### src/rtl/spi_arbiter_pkg.sv
// Shared definitions for the two-requester SPI write arbiter: FSM encoding,
// master channel indices, default widths/timeouts and small helpers.
package spi_arbiter_pkg;

    localparam int DATA_W_DEF  = 24;
    localparam int BUSY_TO_DEF = 16;
    localparam int DONE_TO_DEF = 4096;

    localparam int NUM_REQ = 2;
    localparam int NUM_CH  = 2;

    localparam logic CH_ADF4002 = 1'b0;
    localparam logic CH_LMX2594 = 1'b1;

    typedef enum logic [1:0] {
        IDLE      = 2'd0,
        LAUNCH    = 2'd1,
        WAIT_BUSY = 2'd2,
        WAIT_DONE = 2'd3
    } arb_state_e;

    // Counter must be able to hold the larger timeout value without wrapping.
    function automatic int cnt_width(input int busy_to, input int done_to);
        return $clog2((busy_to > done_to) ? busy_to : done_to) + 1;
    endfunction

    function automatic logic [NUM_REQ-1:0] sel_onehot(input logic idx);
        return idx ? 2'b10 : 2'b01;
    endfunction

endpackage

### src/rtl/spi_arbiter_if.sv
// Requester-side handshake and SPI-master-side strobe bundle for spi_arbiter.
// The arbiter uses the slave modport; the environment uses the master modport.
interface spi_arbiter_if
    import spi_arbiter_pkg::*;
#(
    parameter int DATA_W = DATA_W_DEF
);

    logic [NUM_REQ-1:0]        req_valid;
    logic [NUM_REQ-1:0]        req_ready;
    logic [NUM_REQ-1:0]        req_chan;
    logic [NUM_REQ*DATA_W-1:0] req_data;
    logic [NUM_REQ-1:0]        req_done;
    logic [NUM_REQ-1:0]        req_err;

    logic [NUM_CH-1:0]         spi_ready;
    logic [NUM_CH-1:0]         spi_start;
    logic                      spi_dir;
    logic [DATA_W-1:0]         spi_data_tx;
    logic [7:0]                spi_data_depth;

    modport slave (
        input  req_valid, req_chan, req_data, spi_ready,
        output req_ready, req_done, req_err,
        output spi_start, spi_dir, spi_data_tx, spi_data_depth
    );

    modport master (
        output req_valid, req_chan, req_data, spi_ready,
        input  req_ready, req_done, req_err,
        input  spi_start, spi_dir, spi_data_tx, spi_data_depth
    );

endinterface

### src/rtl/spi_arbiter_rr_arb2.sv
// Two-way round-robin grant: a lone requester always wins, on contention the
// requester not served last wins. Pointer resets to 1 so requester 0 goes first.
module spi_arbiter_rr_arb2
    import spi_arbiter_pkg::*;
(
    input  logic               clk,
    input  logic               rst_n,
    input  logic [NUM_REQ-1:0] req_i,
    input  logic               accept_i,
    output logic [NUM_REQ-1:0] grant_o,
    output logic               grant_idx_o
);

    logic last_q;
    logic last_d;

    always_comb begin
        grant_idx_o = 1'b0;
        unique case (req_i)
            2'b01:   grant_idx_o = 1'b0;
            2'b10:   grant_idx_o = 1'b1;
            2'b11:   grant_idx_o = ~last_q;
            default: grant_idx_o = 1'b0;
        endcase
        grant_o = req_i & sel_onehot(grant_idx_o);
        last_d  = accept_i ? grant_idx_o : last_q;
    end

    always_ff @(posedge clk or negedge rst_n) begin
        if (!rst_n) begin
            last_q <= 1'b1;
        end else begin
            last_q <= last_d;
        end
    end

endmodule

### src/rtl/spi_arbiter.sv
// Shares two SPI write masters (ADF4002, LMX2594) between two requesters,
// one transaction in flight, with busy/done timeouts reported per owner.
module spi_arbiter
    import spi_arbiter_pkg::*;
#(
    parameter int DATA_W  = DATA_W_DEF,
    parameter int BUSY_TO = BUSY_TO_DEF,
    parameter int DONE_TO = DONE_TO_DEF
)(
    input  logic          clk,
    input  logic          rst_n,
    spi_arbiter_if.slave  bus
);

    localparam int CNT_W = cnt_width(BUSY_TO, DONE_TO);
    localparam logic [CNT_W-1:0] BUSY_LIM = CNT_W'(BUSY_TO);
    localparam logic [CNT_W-1:0] DONE_LIM = CNT_W'(DONE_TO);
    localparam logic [CNT_W-1:0] CNT_MAX  = '1;

    arb_state_e        state_q, state_d;
    logic [CNT_W-1:0]  cnt_q, cnt_d;
    logic [DATA_W-1:0] data_q, data_d;
    logic              chan_q, chan_d;
    logic              owner_q, owner_d;

    logic [NUM_REQ-1:0] grant;
    logic               grant_idx;
    logic               accept;
    logic               ready_sel;
    logic               start_fire;
    logic               done_fire;
    logic               err_fire;

    assign accept    = (state_q == IDLE) && (|bus.req_valid);
    assign ready_sel = bus.spi_ready[chan_q];

    spi_arbiter_rr_arb2 u_rr (
        .clk         (clk),
        .rst_n       (rst_n),
        .req_i       (bus.req_valid),
        .accept_i    (accept),
        .grant_o     (grant),
        .grant_idx_o (grant_idx)
    );

    // Done/err are Mealy outputs of the terminating cycle, so the FSM is back
    // in IDLE (and can accept again) on the very next cycle.
    always_comb begin
        state_d    = state_q;
        data_d     = data_q;
        chan_d     = chan_q;
        owner_d    = owner_q;
        start_fire = 1'b0;
        done_fire  = 1'b0;
        err_fire   = 1'b0;

        unique case (state_q)
            IDLE: begin
                if (accept) begin
                    owner_d = grant_idx;
                    chan_d  = bus.req_chan[grant_idx];
                    data_d  = grant_idx ? bus.req_data[2*DATA_W-1:DATA_W]
                                        : bus.req_data[DATA_W-1:0];
                    state_d = LAUNCH;
                end
            end
            LAUNCH: begin
                if (ready_sel) begin
                    start_fire = 1'b1;
                    state_d    = WAIT_BUSY;
                end
            end
            WAIT_BUSY: begin
                if (!ready_sel) begin
                    state_d = WAIT_DONE;
                end else if (cnt_q == BUSY_LIM) begin
                    err_fire = 1'b1;
                    state_d  = IDLE;
                end
            end
            WAIT_DONE: begin
                if (ready_sel) begin
                    done_fire = 1'b1;
                    state_d   = IDLE;
                end else if (cnt_q == DONE_LIM) begin
                    err_fire = 1'b1;
                    state_d  = IDLE;
                end
            end
            default: state_d = IDLE;
        endcase

        if (state_d != state_q) begin
            cnt_d = '0;
        end else if (cnt_q != CNT_MAX) begin
            cnt_d = cnt_q + 1'b1;
        end else begin
            cnt_d = cnt_q;
        end
    end

    always_ff @(posedge clk or negedge rst_n) begin
        if (!rst_n) begin
            state_q <= IDLE;
            cnt_q   <= '0;
            data_q  <= '0;
            chan_q  <= CH_ADF4002;
            owner_q <= 1'b0;
        end else begin
            state_q <= state_d;
            cnt_q   <= cnt_d;
            data_q  <= data_d;
            chan_q  <= chan_d;
            owner_q <= owner_d;
        end
    end

    assign bus.req_ready = (state_q == IDLE) ? grant : '0;
    assign bus.req_done  = done_fire ? sel_onehot(owner_q) : '0;
    assign bus.req_err   = err_fire  ? sel_onehot(owner_q) : '0;

    assign bus.spi_start[CH_ADF4002] = start_fire && (chan_q == CH_ADF4002);
    assign bus.spi_start[CH_LMX2594] = start_fire && (chan_q == CH_LMX2594);

    assign bus.spi_dir        = 1'b0;
    assign bus.spi_data_tx    = data_q;
    assign bus.spi_data_depth = 8'(DATA_W);

    a_done_err_exclusive : assert property (@(posedge clk) disable iff (!rst_n)
        !((|bus.req_done) && (|bus.req_err)));

    a_start_onehot : assert property (@(posedge clk) disable iff (!rst_n)
        $onehot0(bus.spi_start));

endmodule

### src/flat_wrapper.sv
// flat-port wrapper written by rule: the top's interface ports become plain ports
module spi_arbiter_flat import spi_arbiter_pkg::*;
#(
    parameter int DATA_W  = DATA_W_DEF,
    parameter int BUSY_TO = BUSY_TO_DEF,
    parameter int DONE_TO = DONE_TO_DEF
)
  (clk, rst_n, bus_req_valid, bus_req_chan, bus_req_data, bus_spi_ready, bus_req_ready, bus_req_done, bus_req_err, bus_spi_start, bus_spi_dir, bus_spi_data_tx, bus_spi_data_depth);
  spi_arbiter_if #(.DATA_W(DATA_W)) bus_i ();
  input  logic clk;
  input  logic rst_n;
  input wire logic [$bits(bus_i.req_valid)-1:0] bus_req_valid;
  input wire logic [$bits(bus_i.req_chan)-1:0] bus_req_chan;
  input wire logic [$bits(bus_i.req_data)-1:0] bus_req_data;
  input wire logic [$bits(bus_i.spi_ready)-1:0] bus_spi_ready;
  output wire logic [$bits(bus_i.req_ready)-1:0] bus_req_ready;
  output wire logic [$bits(bus_i.req_done)-1:0] bus_req_done;
  output wire logic [$bits(bus_i.req_err)-1:0] bus_req_err;
  output wire logic [$bits(bus_i.spi_start)-1:0] bus_spi_start;
  output wire logic [$bits(bus_i.spi_dir)-1:0] bus_spi_dir;
  output wire logic [$bits(bus_i.spi_data_tx)-1:0] bus_spi_data_tx;
  output wire logic [$bits(bus_i.spi_data_depth)-1:0] bus_spi_data_depth;
  assign bus_i.req_valid = bus_req_valid;
  assign bus_i.req_chan = bus_req_chan;
  assign bus_i.req_data = bus_req_data;
  assign bus_i.spi_ready = bus_spi_ready;
  assign bus_req_ready = bus_i.req_ready;
  assign bus_req_done = bus_i.req_done;
  assign bus_req_err = bus_i.req_err;
  assign bus_spi_start = bus_i.spi_start;
  assign bus_spi_dir = bus_i.spi_dir;
  assign bus_spi_data_tx = bus_i.spi_data_tx;
  assign bus_spi_data_depth = bus_i.spi_data_depth;
  spi_arbiter #(.DATA_W(DATA_W), .BUSY_TO(BUSY_TO), .DONE_TO(DONE_TO)) u_core (.clk(clk), .rst_n(rst_n), .bus(bus_i));
endmodule
### config.mk
export PLATFORM = sky130hd
export DESIGN_NAME = spi_arbiter_flat
export DESIGN_NICKNAME = d
export VERILOG_FILES = /design/src/rtl/spi_arbiter_pkg.sv /design/src/rtl/spi_arbiter_if.sv /design/src/rtl/spi_arbiter_rr_arb2.sv /design/src/rtl/spi_arbiter.sv /design/src/flat_wrapper.sv
export SDC_FILE = /design/constraint.sdc
export NUM_CORES = 1
export LEC_CHECK = 0
export CORE_MARGIN = 10
export CORE_UTILIZATION = 40
export DETAILED_ROUTE_END_ITERATION = 7
export PLACE_DENSITY = 0.73
export SYNTH_ARGS = -nofsm -noshare
export SYNTH_HDL_FRONTEND = slang
export SYNTH_SLANG_ARGS = --single-unit
### constraint.sdc
create_clock -name clk -period 4.63 [get_ports clk]
set_input_delay 0.926 -clock clk [delete_from_list [all_inputs] [get_ports clk]]
set_output_delay 0.926 -clock clk [all_outputs]
set_load 0.01 [all_outputs]
---- Yosys cells after proc, flatten, opt, wreduce, memory -nomap -nowiden ----
Cells that the tools add are included.
word-level totals
  register bits ........................... 42
  input bits .............................. 56
operators by class
  order comparisons ....................... 2
  mux-type cells .......................... 28
  $add $sub $neg .......................... 1
  bitwise logic cells ..................... 3
  equality and inequality tests ........... 9
  reductions and logical operators ........ 7
operator list
  operator                                                                 count
  13-bit 2-to-1 mux                                                        2
  24-bit 2-to-1 mux                                                        1
  2-bit 2-to-1 mux                                                         11
  13-bit by 1-bit adder with 13-bit output (second input constant)         1
  13-bit equality test (second input constant)                             1
  13-bit by 5-bit equality test with 1-bit output (second input constant)  1
  13-bit inequality test (second input constant)                           1
  1-bit 2-to-1 mux                                                         11
  2-bit equality test (second input constant)                              4
  2-bit case mux with 4 select lines                                       1
  1-bit by 2-bit < comparator with 1-bit output (second input constant)    2
  1-bit case mux with 2 select lines                                       2
  1-bit logical AND                                                        3
  2-bit AND                                                                1
  2-bit by 1-bit equality test with 1-bit output (second input constant)   1
  2-bit zero test                                                          1
  2-bit inequality test                                                    1
  1-bit NOT                                                                2
  2-bit AND reduction                                                      1
  2-bit nonzero test                                                       1
  2-bit OR reduction                                                       1

---- Longest topological paths before layout ----
  word-level depth ........................ 6
  mapped depth ............................ 8

---- Hierarchy ----
From an unflattened synthesis, not the netlist that was laid out.
unflattened totals
  cell total of the unflattened synthesis .. 241
  area total of the unflattened synthesis .. 2401.1 um^2
by module, submodules not included
  module               area an instance (um^2)  cells each  times used
  spi_arbiter          2329.7                   235         1
  spi_arbiter_rr_arb2  71.3                     6           1

---- Least setup slack after synthesis ----
OpenSTA, ideal clock, no wires.
  path kind ............................... input to output
  start point ............................. input port bus_req_valid[1]
  end point ............................... output port bus_req_ready[0]
  arrival ................................. 1860 ps
  cell stages on the path ................. 4
  required time ........................... 3704 ps
  path slack .............................. 1844 ps
  cell sequence ........................... a21boi_0 -> buf_1 -> buf_2 -> nor2_1
on the way
  word-level cells in the longest chain between the ends .. 5
  elaborated cells on any way between the ends .. 6
  classes of those cells .................. 2 x eq/ne; 3 x mux; 1 x bitwise
ends and longest elaborated chain
  element                               RTL line                   RTL
  from (decl)                           flat_wrapper.sv:12         input wire logic [$bits(bus_i.req_valid)-1:0] bus_req_valid;
  2-bit equality test                   spi_arbiter_rr_arb2.sv:19  unique case (req_i)
  1-bit case mux with 2 select lines *  spi_arbiter_rr_arb2.sv:19
  2-bit 2-to-1 mux *                    spi_arbiter_pkg.sv:28      return idx ? 2'b10 : 2'b01;
  2-bit AND *                           spi_arbiter_rr_arb2.sv:25  grant_o = req_i & sel_onehot(grant_idx_o);
  2-bit 2-to-1 mux *                    spi_arbiter.sv:118         assign bus.req_ready = (state_q == IDLE) ? grant : '0;
  to (decl)                             flat_wrapper.sv:16         output wire logic [$bits(bus_i.req_ready)-1:0] bus_req_ready;
Every way passes the cells marked *; elsewhere a longest branch is shown, timed or not.

---- Final worst setup path ----
  start point ............................. input port bus_spi_ready[1]
  end point ............................... output port bus_req_err[1]
on the way
  word-level cells in the longest chain between the ends .. 5
  elaborated cells on any way between the ends .. 6
  classes of those cells .................. 6 x mux
ends and longest elaborated chain
  element                                                RTL line                              RTL
  from (decl)                                            flat_wrapper.sv:15                    input wire logic [$bits(bus_i.spi_ready)-1:0] bus_spi_ready;
  1-bit 2-to-1 mux (implied by the code) * (2 in a row)  spi_arbiter.sv:35                     assign ready_sel = bus.spi_ready[chan_q];
  1-bit 2-to-1 mux (on tied branches)                    spi_arbiter.sv:82, spi_arbiter.sv:74
  1-bit case mux with 2 select lines *                   spi_arbiter.sv:57                     unique case (state_q)
  2-bit 2-to-1 mux *                                     spi_arbiter.sv:120                    assign bus.req_err = err_fire ? sel_onehot(owner_q) : '0;
  to (decl)                                              flat_wrapper.sv:18                    output wire logic [$bits(bus_i.req_err)-1:0] bus_req_err;
Every way passes the cells marked *; elsewhere a longest branch is shown, timed or not. The select of a mux whose other input is x is not followed.

==> reports/results.ini <==
[setup_path]
max_stage_delay_ns = 0.58
criticalPathCategory = in -> out
arrival_ns = 3.00
crit_chain = clkdlybuf4s50_1, mux2i_1, nor3b_1, a21oi_1, nor3b_1, clkdlybuf4s50_1
cpMaxStageDelayCell = clkdlybuf4s50_1
crit_path_start_kind = input port
crit_required_ns = 3.70
crit_path_max_fanout = 4
worstSetupEndpointType = output pin

[finish]
final_core_util_pct = 59.5
layoutNonFillerInstCount = 395
drive_gt1_share_pct = 10.2
design_area_sq_um = 3300
area_growth_pct = 42.8
diodes = 0
layout.nets = 380

[drt]
drt_iter0_markers = 42
avgViaCountPerCell = 4.93
dr.pass1.iters = 4
routedWlPerCell_um = 15.3
routed_wirelength_mm = 6.06
drc = 0
ant_nets = 0
vias = 1948

[pwr]
seq_power_share_pct = 37.0
leakage_nw = 1.40
power_density_nw_per_um2 = 491
combPwrFrac_pct = 48.1
finalPower_mw = 1.62
p_int_mw = 1.01
pwr-share-clk_pct = 15.0
peakVddDrop_mv = 0.260
sw_frac_of_total_pct = 37.3
p_switching_mw = 0.604

[placement]
gp_congestion = 0.819
dp_cells = 387
placed_cell_area_sq_um = 3200
numPortBuffers = 87
dp_hpwl_mm = 4.75

[grt]
grt_max_degree = 54
grt_pass1_wl_mm = 9.46
grtUsageTotal_pct = 13.0
grt_overflow_total = 0
antenna_found_initial = 0
grt_pass1_vias = 1889

[timing]
finalHoldViolCount = 0
rsz0062_at_grt = no
period_needed_ns = 3.93
setup_tns_ns = 0
clock.fmax_mhz = 255
finClkSkew_ns = 0.00369
setup_violations = 0
post-route-period-util_pct = 84.8
worstMarginPinSlew_ns = 1.04
relSlewSlack_pct = 30.6
slew_violations = 0

[clock_tree]
clkSinkCount = 42
cts_root_buf = clkbuf_8
cts_hold_repair.buffers = 0
ctsResizeCount = 0
tritoncts = built
numCtsBuffers = 5
post_cts_buffers = 0
insertion_delay_ns = 0.29
clockBufferDepth = 2
ctsHtreeMaxLevel = 2
clk_pin_slew_ns = 0.08

[synth]
synth_seq_cells = 42
yosysWarnings = 0
syn_inst = 238
yosys.area.top_type = dfrtp_1
netlist_area_sq_um = 2310
ys.flop_type = dfrtp_1
avgSynthCellArea_sq_um = 9.69
synth_edf_count = 0
yosysTopAreaCellShare_pct = 44.5
synthTopCellsByCount = dfrtp_1 (41), nand2_1 (34), mux2i_1 (28)
ys_seq_area_share_pct = 45.6
synth_area_leaders = dfrtp_1 (44%), mux2i_1 (12%), nand2_1 (5.5%)
yosysMostFrequentCell = dfrtp_1
synth_cell_type_count = 44
synthArstFlopShare_pct = 100

[status]
status = finished clean

[die]
ios = 97
rows = 27
core_sq_um = 5540
initial_core_util_pct = 41.6
die_h_um = 95.9
dieWidth_um = 95.9
die_area_sq_um = 9210

[run]
max_cap_viol_count = 0

[worst_hold_path]
worst_hold_path_type = reg -> reg

cells by family (layout without fill, tap and decap cells):
group / Yosys count / in the layout / share of synthesized area (%)
AO/OA/AOI/OAI: 48 / 48 / 13.3
multiplexers: 29 / 29 / 12.6
AND/OR/NAND/NOR: 87 / 87 / 19.1
flip-flops: 42 / 42 / 45.6
other: 2 / 9 / 0.326
buffers and inverters: 23 / 101 / 5.96
XOR/XNOR: 5 / 5 / 1.90
adder cells (fa/ha/maj): 2 / 2 / 1.08
worst max-delay path: cells and delay by family:
kind,cells,cell delay (ns)
AND/OR/NAND/NOR,2,0.67
multiplexers,1,0.15
AO/OA/AOI/OAI,1,0.16
buffers and inverters,2,1.09
layer usage:
metal / vias to the layer above / routed length, um / track usage, %
met5: - / 0 / 0
met4: 0 / 74 / 5.04
met3: 5 / 431 / 3.04
met2: 50 / 3050 / 22.7
met1: 914 / 2510 / 15.1
li1: 979 / - / -
path summary, 6_finish.rpt:
kind | from | end | slack [ns] | cells after the start
min | u_core.bus.spi_data_tx[5]$_DFFE_PN0P_ | u_core.bus.spi_data_tx[5]$_DFFE_PN0P_ | 0.48 | 2
max reg2reg | u_core.cnt_q[0]$_DFFE_PN0P_ | u_core.cnt_q[2]$_DFFE_PN0P_ | 2.22 | 8
min in group asynchronous | rst_n | u_core.bus.spi_data_tx[9]$_DFFE_PN0P_ | 0.77 | 1
max in group asynchronous | rst_n | u_core.cnt_q[1]$_DFFE_PN0P_ | 3.27 | 1
max | bus_spi_ready[1] | bus_req_err[1] | 0.70 | 6
min reg2reg | u_core.bus.spi_data_tx[5]$_DFFE_PN0P_ | u_core.bus.spi_data_tx[5]$_DFFE_PN0P_ | 0.48 | 2
through the flow:
step                      hold WS (ns)  setup slack (ns)
after floorplan                  0.492              1.84
final                            0.480             0.702
after detailed placement         0.469             0.735
after CTS                        0.487             0.710
after global routing             0.502             0.534
after global placement           0.460             0.873
cell type report:
cell class	instances	area, sq um
clock buffer	7	86.3
clock inverter	1	5.00
fill	503	2240
inverter	4	15.0
multi-input combinational	180	1170
sequential	42	1050
tap	72	90.1
timing repair buffer	89	881
layout by cell type, fill, tap and decap left out, types with 2 or more instances in the layout:
master           count
nand3_1              3
nor3b_1              3
a21o_1               2
nor2_1              16
a21boi_0             2
dfrtp_1             41
conb_1               9
inv_1                4
a211oi_2             2
buf_4                2
mux2i_1             28
and2b_2              2
and2_1               2
nand2_1             34
o21ai_0             25
nor3_1               8
nand4_1              4
nor2_2               8
a21oi_1              4
clkbuf_8             6
ha_1                 2
clkdlybuf4s50_1     86
a211oi_1             4
xnor2_1              4
registers in the layout (all words and copies together), names as in the netlist:
register                cells
u_core.owner_q              1
u_core.chan_q               1
u_core.bus.spi_data_tx     24
u_core.state_q              2
u_core.cnt_q               13
u_core.u_rr.last_q          1
power by group through the flow:
stage | clock (mW) | combinational, mW | sequential, mW
after floorplan | 0 | 0.395 | 0.632
after global placement | 0 | 0.777 | 0.597
after detailed placement | 0 | 0.792 | 0.605
after CTS | 0.249 | 0.796 | 0.598
after global routing | 0.265 | 0.855 | 0.617
final | 0.242 | 0.777 | 0.598
(Power assumes the default switching activity.)
